[src/rtl/bcd_updown_counter.sv]
// Up/down BCD counter with parallel load, terminal value and cascade flags; count latency 1.
// No backpressure: one step per cycle while en_i is high; wrap/error flags are combinational.
module bcd_updown_counter #(
    parameter int NUM_DIGITS = 2,
    parameter int MAX_COUNT  = 59,
    parameter int BW         = (MAX_COUNT < 1) ? 1 : $clog2(MAX_COUNT + 1)
) (
    input  logic                    clk_i,
    input  logic                    rst_i,
    input  logic                    en_i,
    input  logic                    down_i,
    input  logic                    load_i,
    input  logic [4*NUM_DIGITS-1:0] load_value_i,
    output logic [4*NUM_DIGITS-1:0] count_o,
    output logic [BW-1:0]           count_bin_o,
    output logic                    overflow_o,
    output logic                    underflow_o,
    output logic                    load_err_o
);
    localparam int CW = 4 * NUM_DIGITS;

    function automatic logic [CW-1:0] int_to_bcd(input int v);
        int r;
        r = v;
        int_to_bcd = '0;
        for (int i = 0; i < NUM_DIGITS; i++) begin
            int_to_bcd[4*i +: 4] = 4'(r % 10);
            r = r / 10;
        end
    endfunction

    localparam logic [CW-1:0] MAX_BCD = int_to_bcd(MAX_COUNT);

    logic [CW-1:0] count_q, count_d;
    logic [BW-1:0] count_bin_q, count_bin_d;
    logic [CW-1:0] inc_bcd, dec_bcd;
    logic          carry, borrow;
    logic [16:0]   load_bin;
    logic          nib_bad, load_bad;
    logic          at_max, at_zero;

    // Ripple increment/decrement across all digits in one cycle.
    always_comb begin
        inc_bcd = count_q;
        dec_bcd = count_q;
        carry   = 1'b1;
        borrow  = 1'b1;
        for (int i = 0; i < NUM_DIGITS; i++) begin
            if (carry) begin
                if (count_q[4*i +: 4] == 4'd9) begin
                    inc_bcd[4*i +: 4] = 4'd0;
                end else begin
                    inc_bcd[4*i +: 4] = count_q[4*i +: 4] + 4'd1;
                    carry             = 1'b0;
                end
            end
            if (borrow) begin
                if (count_q[4*i +: 4] == 4'd0) begin
                    dec_bcd[4*i +: 4] = 4'd9;
                end else begin
                    dec_bcd[4*i +: 4] = count_q[4*i +: 4] - 4'd1;
                    borrow            = 1'b0;
                end
            end
        end
    end

    // Load-value decode; 17 bits holds even an all-0xF value without wrapping.
    always_comb begin
        load_bin = '0;
        nib_bad  = 1'b0;
        for (int i = NUM_DIGITS - 1; i >= 0; i--) begin
            load_bin = (load_bin * 17'd10) + {13'd0, load_value_i[4*i +: 4]};
            if (load_value_i[4*i +: 4] > 4'd9) begin
                nib_bad = 1'b1;
            end
        end
        load_bad = nib_bad | (load_bin > 17'(MAX_COUNT));
    end

    assign at_max      = (count_q == MAX_BCD);
    assign at_zero     = (count_q == '0);
    assign overflow_o  = en_i & ~load_i & ~down_i & at_max;
    assign underflow_o = en_i & ~load_i & down_i & at_zero;
    assign load_err_o  = load_i & load_bad;

    always_comb begin
        count_d     = count_q;
        count_bin_d = count_bin_q;
        if (load_i) begin
            if (!load_bad) begin
                count_d     = load_value_i;
                count_bin_d = load_bin[BW-1:0];
            end
        end else if (en_i) begin
            if (!down_i) begin
                if (at_max) begin
                    count_d     = '0;
                    count_bin_d = '0;
                end else begin
                    count_d     = inc_bcd;
                    count_bin_d = count_bin_q + BW'(1);
                end
            end else begin
                if (at_zero) begin
                    count_d     = MAX_BCD;
                    count_bin_d = BW'(MAX_COUNT);
                end else begin
                    count_d     = dec_bcd;
                    count_bin_d = count_bin_q - BW'(1);
                end
            end
        end
    end

    always_ff @(posedge clk_i or posedge rst_i) begin
        if (rst_i) begin
            count_q     <= '0;
            count_bin_q <= '0;
        end else begin
            count_q     <= count_d;
            count_bin_q <= count_bin_d;
        end
    end

    assign count_o     = count_q;
    assign count_bin_o = count_bin_q;

endmodule

[config.mk]
export PLATFORM = sky130hd
export DESIGN_NAME = bcd_updown_counter
export DESIGN_NICKNAME = d
export VERILOG_FILES = /design/src/rtl/bcd_updown_counter.sv
export SDC_FILE = /design/constraint.sdc
export NUM_CORES = 1
export LEC_CHECK = 0
export ABC_CLOCK_PERIOD_IN_PS = 7300
export CORE_MARGIN = 2
export CORE_UTILIZATION = 25
export CTS_CLUSTER_SIZE = 16
export DETAILED_ROUTE_END_ITERATION = 10
export HOLD_SLACK_MARGIN = 0.06
export PLACE_DENSITY_LB_ADDON = 0.25
export SYNTH_ARGS = -nofsm -noshare
export SYNTH_HDL_FRONTEND = slang
export SYNTH_SLANG_ARGS = --single-unit
[constraint.sdc]
create_clock -name clk_i -period 7.3 [get_ports clk_i]
set_input_delay 1.46 -clock clk_i [delete_from_list [all_inputs] [get_ports clk_i]]
set_output_delay 1.46 -clock clk_i [all_outputs]
set_load 0.005 [all_outputs]
After elaboration in Yosys (flattened, before gate mapping) --
Index checks and enable logic that the tools add are counted.
Storage, ports and cells: register bits 14, input bits 13, output and inout bits 17, word-level logic and storage cells 57
Cells by class: $add $sub $neg 7, multiply operators 1, magnitude comparators 3, eq/ne operators 5, multiplexer cells 22, bitwise logic cells 9, reductions and logical operators 7
Operators by type and width (number):
- 8-bit 2-to-1 mux | 6
- 6-bit 2-to-1 mux | 6
- 4-bit 2-to-1 mux | 6
- 8-bit by 4-bit adder with 9-bit output | 1
- 9-bit by 6-bit greater-than comparator with 1-bit output (second input constant) | 1
- 4-bit by 1-bit adder with 4-bit output (second input constant) | 2
- 4-bit equality test (second input constant) | 2
- 8-bit by 7-bit equality test with 1-bit output (second input constant) | 1
- 4-bit greater-than comparator (second input constant) | 2
- 4-bit logical NOT | 2
- 8-bit logical NOT | 1
- 4-bit by 1-bit subtractor with 4-bit output (second input constant) | 2
- 4-bit by 3-bit multiplier with 7-bit output (second input constant) | 1
- 6-bit by 1-bit adder with 6-bit output (second input constant) | 1
- 1-bit AND | 6
- 6-bit by 1-bit subtractor with 6-bit output (second input constant) | 1
- 1-bit 2-to-1 mux | 4
- 4-bit by 1-bit inequality test with 1-bit output (second input constant) | 1
- 4-bit AND reduction | 1
- 4-bit nonzero test | 1
- 2-bit inequality test (second input constant) | 1
- 1-bit inverter | 2
- 2-bit AND reduction | 1
- 2-bit nonzero test | 1
- 1-bit bitwise OR | 1

Longest topological paths before layout --
Gate-level depths: netlist of run 1.
depth in word-level cells 7, gate-level depth with buffers 11, depth with buffers taken out 10

Worst setup path before layout of run 1 --
OpenSTA, ideal clock, no wires.
path kind input -> output, start in load_value_i[5], end out load_err_o, data arrival time 3.407 ns, required time 5.840 ns, path slack 2.433 ns, stages on the path 10, buffers on the path 0, path through ha_1 -> ha_1 -> inv_1 -> fa_1 -> and3_1 -> o211ai_1 -> maj3_2 -> a21oi_4 -> nor2_1 -> nor2_1
Between the ends: word-level cells in the longest chain between the ends 5, elaborated cells on any way between the ends 8
Ends and longest elaborated chain:
- start, declared | line 13 | input logic [4*NUM_DIGITS-1:0] load_value_i,
- 4-bit by 3-bit multiplier with 7-bit output or 4-bit greater-than comparator (tied branches) | line 73, 74
- 8-bit by 4-bit adder with 9-bit output or 1-bit 2-to-1 mux (tied branches) | line 73, 74
- 9-bit by 6-bit greater-than comparator with 1-bit output or 1-bit 2-to-1 mux (tied branches) | line 78, 74
- 1-bit bitwise OR (*) | line 78 | load_bad = nib_bad | (load_bin > 17'(MAX_COUNT));
- 1-bit AND (*) | line 85 | assign load_err_o = load_i & load_bad;
- end, declared | line 18 | output logic load_err_o
Every way passes the cells marked *; elsewhere a longest branch is shown, timed or not.

Worst setup path in the final report of run 1 --
Ends and elaborated chain as after synthesis.

==> results.ini, run 1 <==
[synthesis]
yosys_warnings=0
synthSimpleGateAreaFrac=0.2301
synth_compound_area_frac=0.2713
synth_top_family_by_area=compound AO/OA/AOI/OAI gates
synth.avg_cell_area_um2=7.860
synth_mux_area_frac=0.06078
yosys.area_share.adder=0.1165
synthArstFlopShare=1.000
synth_xor_xnor_area_share=0.05499
synth_edf_count=0
synth_cell_types=52
ys.flop_type=dfrtp_1
yosysSeqAreaShare=0.2026
synthesis.area_mm2=0.001729
ys_seq_elements=14
syn_nets=247
synthCells=220

[floorplanning]
die_w_um=87.17
core_mm2=0.006756
initial_utilization=0.2559
dieHeight_um=87.17
boundaryPins=30
num_rows=30
die_area_mm2=0.007598

[detailed_routing]
vias=1622
wl_per_cell_um=14.66
antenna_left=0
drt_wl_total_um=4677
drtPass1Iterations=4
routed_via_density=5.085
drt_iter0_markers=65
drcViolationCount=0

[layout]
fin_nets=267
layout-drive-gt1-share=0.09205
n_fill_cell=747
diodes=0
layoutNonFillerInstCount=319
syn2layout_area_growth_pct=22.00

[power_and_ir_drop]
p_leak_nw=0.8249
ir_drop_mv=0.08295
cellPowerDensity_mw_per_mm2=289.9

[sta]
period_needed_ps=6063
skew_ps=9.040
drv_slew=0
worst_pin_slew_ps=908.1
finalSetupTns_ps=0
finalCritPeriodShare=0.8306
max_slew_margin=0.3927
hold_viol_final=0
fmax_mhz=164.9
layout_setup_ws_ps=1237
setup_viol=0
rsz0062_at_grt=false

[clock_network]
cts.clk_slew.worst_paths_ps=70
cts_setup_buffers=0
clkLatencyLatePin_ps=260
hold_buffers=0
htree_levels=1
cts_tree=yes
clock-root-buffer=clkbuf_8
clockBufferDepth=2
cts_made_buffers=3
postCtsResizedCells=0
cts_sinks=14

[worst_setup_path]
r2r_start=count_o[0]$_DFFE_PP0P_
crit_path_end_kind=output port
critPathMaxFanout=6
cp.arrival_ps=4600
required_ps=5840
startpoint_type=input port
critPathLaunch=load_value_i[5]
path_class=in -> out

[place]
hpwl_um=3556
pre_cts_slack_ps=1238
portBuffers=29
dp_cells=315
place_congestion=0.7768

[global_route]
antenna_found_initial=0
grt_pass1_wl_um=7748
grt_pass1_vias=1535
grt_use_total=0.1309
gr-total-overflow=0
grt_max_degree=26

[outcome]
status=completed

[hold_path]
hp-class=reg -> reg
holdCritStartpoint=count_bin_o[5]$_DFFE_PP0P_

[job]
drv_cap=0

==> critical path: stages <==
cell             delay (ps)
clkdlybuf4s50_1         520
ha_1                    340
ha_1                    160
inv_1                    50
fa_1                    560
and3_1                  180
o211ai_1                 90
maj3_2                  380
a21oi_4                 200
nor2_1                   60
nor2_1                   80
clkdlybuf4s50_1         510
==> registers in the layout, indices dropped and copies added (netlist names) <==
signal / count
count_bin_o: 6
count_o: 8
==> cell families (layout without fill, tap and decap cells) <==
family | after synthesis | after routing
multiplexers | 9 | 9
adder cells (fa/ha/maj) | 15 | 15
flip-flops | 14 | 14
XOR/XNOR | 10 | 10
buffers and inverters | 26 | 45
AND/OR/NAND/NOR | 80 | 80
AO/OA/AOI/OAI | 66 | 66
==> final cells by class <==
| type | count | area, um^2 | area share |
|---|---|---|---|
| Multi-Input combinational cell | 180 | 1269 | 0.6014 |
| Inverter | 12 | 45.04 | 0.02135 |
| Clock buffer | 4 | 55.05 | 0.02610 |
| Tap cell | 80 | 100.1 | 0.04745 |
| Timing Repair Buffer | 29 | 290.3 | 0.1376 |
| Sequential cell | 14 | 350.3 | 0.1661 |
==> final timing paths <==
check	endpoint	slack, ps	cells after the start
setup / recovery	load_err_o	1240	12
hold / removal	count_bin_o[5]$_DFFE_PP0P_	560	2
setup reg to reg	count_o[6]$_DFFE_PP0P_	4980	7
hold reg to reg	count_bin_o[5]$_DFFE_PP0P_	560	2
max in group asynchronous	count_o[4]$_DFFE_PP0P_	5300	2
min in group asynchronous	count_bin_o[4]$_DFFE_PP0P_	1580	2
==> power by group <==
group          leakage (nW)  internal (mW)  switching (mW)  total, mW
clock                0.0288         0.0480          0.0333     0.0813
sequential            0.169          0.109          0.0827      0.192
combinational         0.627          0.189           0.150      0.339
total                 0.825          0.346           0.266      0.612
==> Yosys cell counts, types with 3 or more instances <==
cell / instances / share of area
nand2_1: 22 / 0.048
xnor2_1: 7 / 0.035
o21ai_0: 16 / 0.046
ha_1: 12 / 0.087
a211oi_1: 3 / 0.013
nor3_1: 6 / 0.017
inv_1: 12 / 0.026
dfrtp_1: 14 / 0.20
nor3b_1: 4 / 0.017
nand3b_1: 3 / 0.013
o21ai_1: 4 / 0.012
clkbuf_1: 9 / 0.020
mux2i_1: 3 / 0.017
o211ai_1: 3 / 0.013
buf_2: 4 / 0.012
nand3_1: 8 / 0.023
a21oi_1: 16 / 0.046
mux2_2: 4 / 0.026
nor2_1: 23 / 0.050
nor4_1: 3 / 0.011
==> per-layer routing <==
metal	track usage	up-vias	wire length (um)
li1	-	831	-
met1	0.1937	750	2487
met2	0.1971	36	1960
met3	0.01232	5	155
met4	0.04615	0	74
met5	0	-	0
==> per-stage QoR <==
stage / power [mW] / area (um^2) / util / hold WS (ps)
final: 0.6116 / 2110 / 0.3122 / 563.8
after global routing: 0.6685 / 2110 / 0.3122 / 602.4
after CTS: 0.6160 / 2110 / 0.3122 / 565.9
after detailed placement: 0.5328 / 2054 / 0.3041 / 547.8
after global placement: 0.5355 / 2054 / 0.3041 / 548.9
after floorplan: 0.4143 / 1729 / - / 532.1
==> placed cells by master, fill, tap and decap left out, types with 4 or more instances in the layout <==
cell type / instances
nand3_1: 8
nand2_1: 22
o21ai_1: 4
clkdlybuf4s50_1: 29
inv_1: 12
mux2_2: 4
nor3_1: 6
xnor2_1: 7
a21oi_1: 16
ha_1: 12
dfrtp_1: 14
o21ai_0: 16
clkbuf_8: 4
nor3b_1: 4
nor2_1: 23
Power figures use the tool's default switching activity.
==> inputs of run 2 (changes only) <==
ABC_CLOCK_PERIOD_IN_PS = 5900   (was 7300)
clock period = 5.9 ns   (was 7.3 ns; I/O delays follow)
==> results.ini, run 2 (synthesized netlist as in run 1, its figures left out) <==
[clock_network]
htree_levels=1  ; unchanged
cts_tree=yes  ; unchanged
cts.clk_slew.worst_paths_ps=70  ; about the same
clockBufferDepth=2  ; unchanged
hold_buffers=0  ; unchanged
cts_setup_buffers=0  ; unchanged
clkLatencyLatePin_ps=260  ; about the same
cts_sinks=14  ; unchanged
cts_made_buffers=3  ; unchanged
clock-root-buffer=clkbuf_8  ; unchanged
postCtsResizedCells=0  ; unchanged

[detailed_routing]
drt_iter0_markers=127  ; was 65
drt_wl_total_um=4794  ; was 4677 um
drcViolationCount=0  ; unchanged
routed_via_density=5.224  ; was 5.085
antenna_left=0  ; unchanged
drtPass1Iterations=4  ; unchanged
vias=1682  ; was 1622
wl_per_cell_um=14.89  ; was 14.66 um

[global_route]
antenna_found_initial=0  ; unchanged
grt_pass1_vias=1573  ; was 1535
grt_use_total=0.1326  ; was 0.1309
grt_max_degree=20  ; was 26
grt_pass1_wl_um=7872  ; was 7748 um
gr-total-overflow=0  ; unchanged

[layout]
fin_nets=270  ; was 267
final_common_cell=clkdlybuf4s50_1  ; unchanged
largest_reg_flops=8  ; unchanged
layout-drive-gt1-share=0.1033  ; was 0.09205
syn2layout_area_growth_pct=23.30  ; was 22.00%
layoutNonFillerInstCount=322  ; was 319
layout_common_cells=29 x clkdlybuf4s50_1, 23 x nor2_1, 22 x nand2_1, 16 x a21oi_1, 16 x o21ai_0  ; unchanged
final_cell_area_mm2=0.002132  ; was 0.002110 mm^2
diodes=0  ; unchanged

[worst_setup_path]
path_class=in -> out  ; unchanged
crit_slowest_cell=fa_1  ; unchanged
max_stage_delay_ps=570  ; was 560 ps
cp_cell_sequence=clkdlybuf4s50_1 > ha_1 > ha_1 > inv_1 > fa_1 > and3_1 > o211ai_1 > maj3_2 > a21oi_4 > nor2_1 > nor2_1 > clkdlybuf4s50_1  ; unchanged
critPathMaxFanout=6  ; unchanged
startpoint_type=input port  ; unchanged
cp.arrival_ps=4330  ; was 4600 ps
required_ps=4720  ; was 5840 ps
crit_path_end_kind=output port  ; unchanged

[sta]
finalCritPeriodShare=0.9345
rsz0062_at_grt=false  ; unchanged
max_slew_margin=0.5836  ; was 0.3927
fmax_mhz=181.4
setup_viol=0  ; unchanged
period_needed_ps=5513
skew_ps=5.070  ; was 9.040 ps
layout_setup_ws_ps=386.5  ; was 1237 ps
drv_slew=0  ; unchanged
worst_pin_slew_ps=623.9  ; was 908.1 ps
hold_viol_final=0  ; unchanged
fin_hold_ws_ps=562.1  ; was 563.8 ps
finalSetupTns_ps=0  ; unchanged

[floorplanning]
die_area_mm2=0.007598  ; unchanged
initial_utilization=0.2559  ; unchanged
die_w_um=87.17  ; unchanged
boundaryPins=30  ; unchanged
dieHeight_um=87.17  ; unchanged
num_rows=30  ; unchanged
core_mm2=0.006756  ; unchanged

[power_and_ir_drop]
p_leak_nw=0.8393  ; was 0.8249 nW
cellPowerDensity_mw_per_mm2=356.8  ; was 289.9 mW/mm^2
ir_drop_mv=0.09422  ; was 0.08295 mV

[place]
pre_cts_slack_ps=403.4  ; was 1238 ps
detailed_place.area_mm2=0.002077  ; was 0.002054 mm^2
dp_cells=318  ; was 315
place_congestion=0.7615  ; was 0.7768
portBuffers=29  ; unchanged
hpwl_um=3653  ; was 3556 um

[job]
drv_cap=0  ; unchanged

[outcome]
status=completed  ; unchanged

[hold_path]
hp-class=reg -> reg  ; unchanged

-- run 2: per-layer routing --
layer | wire, um | track usage | up-vias
li1 | - | - | 840
met2 | 2119 | 0.2054 | 45
met1 | 2373 | 0.1907 | 792
met3 | 227 | 0.01232 | 5
met4 | 74 | 0.04895 | 0
met5 | 0 | 0 | -
-- run 2: worst paths after layout --
path / startpoint / end / slack, ps / depth (start not counted)
hold reg to reg: count_bin_o[5]$_DFFE_PP0P_ / count_bin_o[5]$_DFFE_PP0P_ / 560 / 2
max in group asynchronous: rst_i / count_o[4]$_DFFE_PP0P_ / 4190 / 2
hold / removal: count_bin_o[5]$_DFFE_PP0P_ / count_bin_o[5]$_DFFE_PP0P_ / 560 / 2
setup reg to reg: count_o[0]$_DFFE_PP0P_ / count_o[7]$_DFFE_PP0P_ / 3640 / 8
min in group asynchronous: rst_i / count_bin_o[4]$_DFFE_PP0P_ / 1300 / 2
setup / recovery: load_value_i[7] / load_err_o / 390 / 12
-- run 2: worst max-delay path, delay by kind of cell --
kind,cells,cell delay [ps]
AND/OR/NAND/NOR,3,320
buffers and inverters,3,1080
adder cells (fa/ha/maj),4,1450
AO/OA/AOI/OAI,2,300
-- run 2: area by class of cell --
class,instances,area [um^2]
fillers,745,4624
multi-input cells,180,1269
flip-flops and latches,14,350.3
repair buffers,32,312.8
well taps,80,100.1
clock buffers,4,55.05
inverters,12,45.04
-- run 2: report_power, final --
group	internal [mW]	switching, mW	total, mW	leakage [nW]
Combinational	0.235	0.189	0.424	0.642
Clock	0.0593	0.0402	0.0995	0.0288
Sequential	0.135	0.102	0.237	0.169
-- run 2: stage by stage --
| stage | power (mW) | utilization |
|---|---|---|
| 5_1_grt | 0.8283 | 0.3156 |
| 2_1_floorplan | 0.5126 | - |
| 3_5_place_dp | 0.6623 | 0.3074 |
| 3_3_place_gp | 0.6628 | 0.3074 |
| 4_1_cts | 0.7654 | 0.3156 |
| 6_report | 0.7608 | 0.3156 |
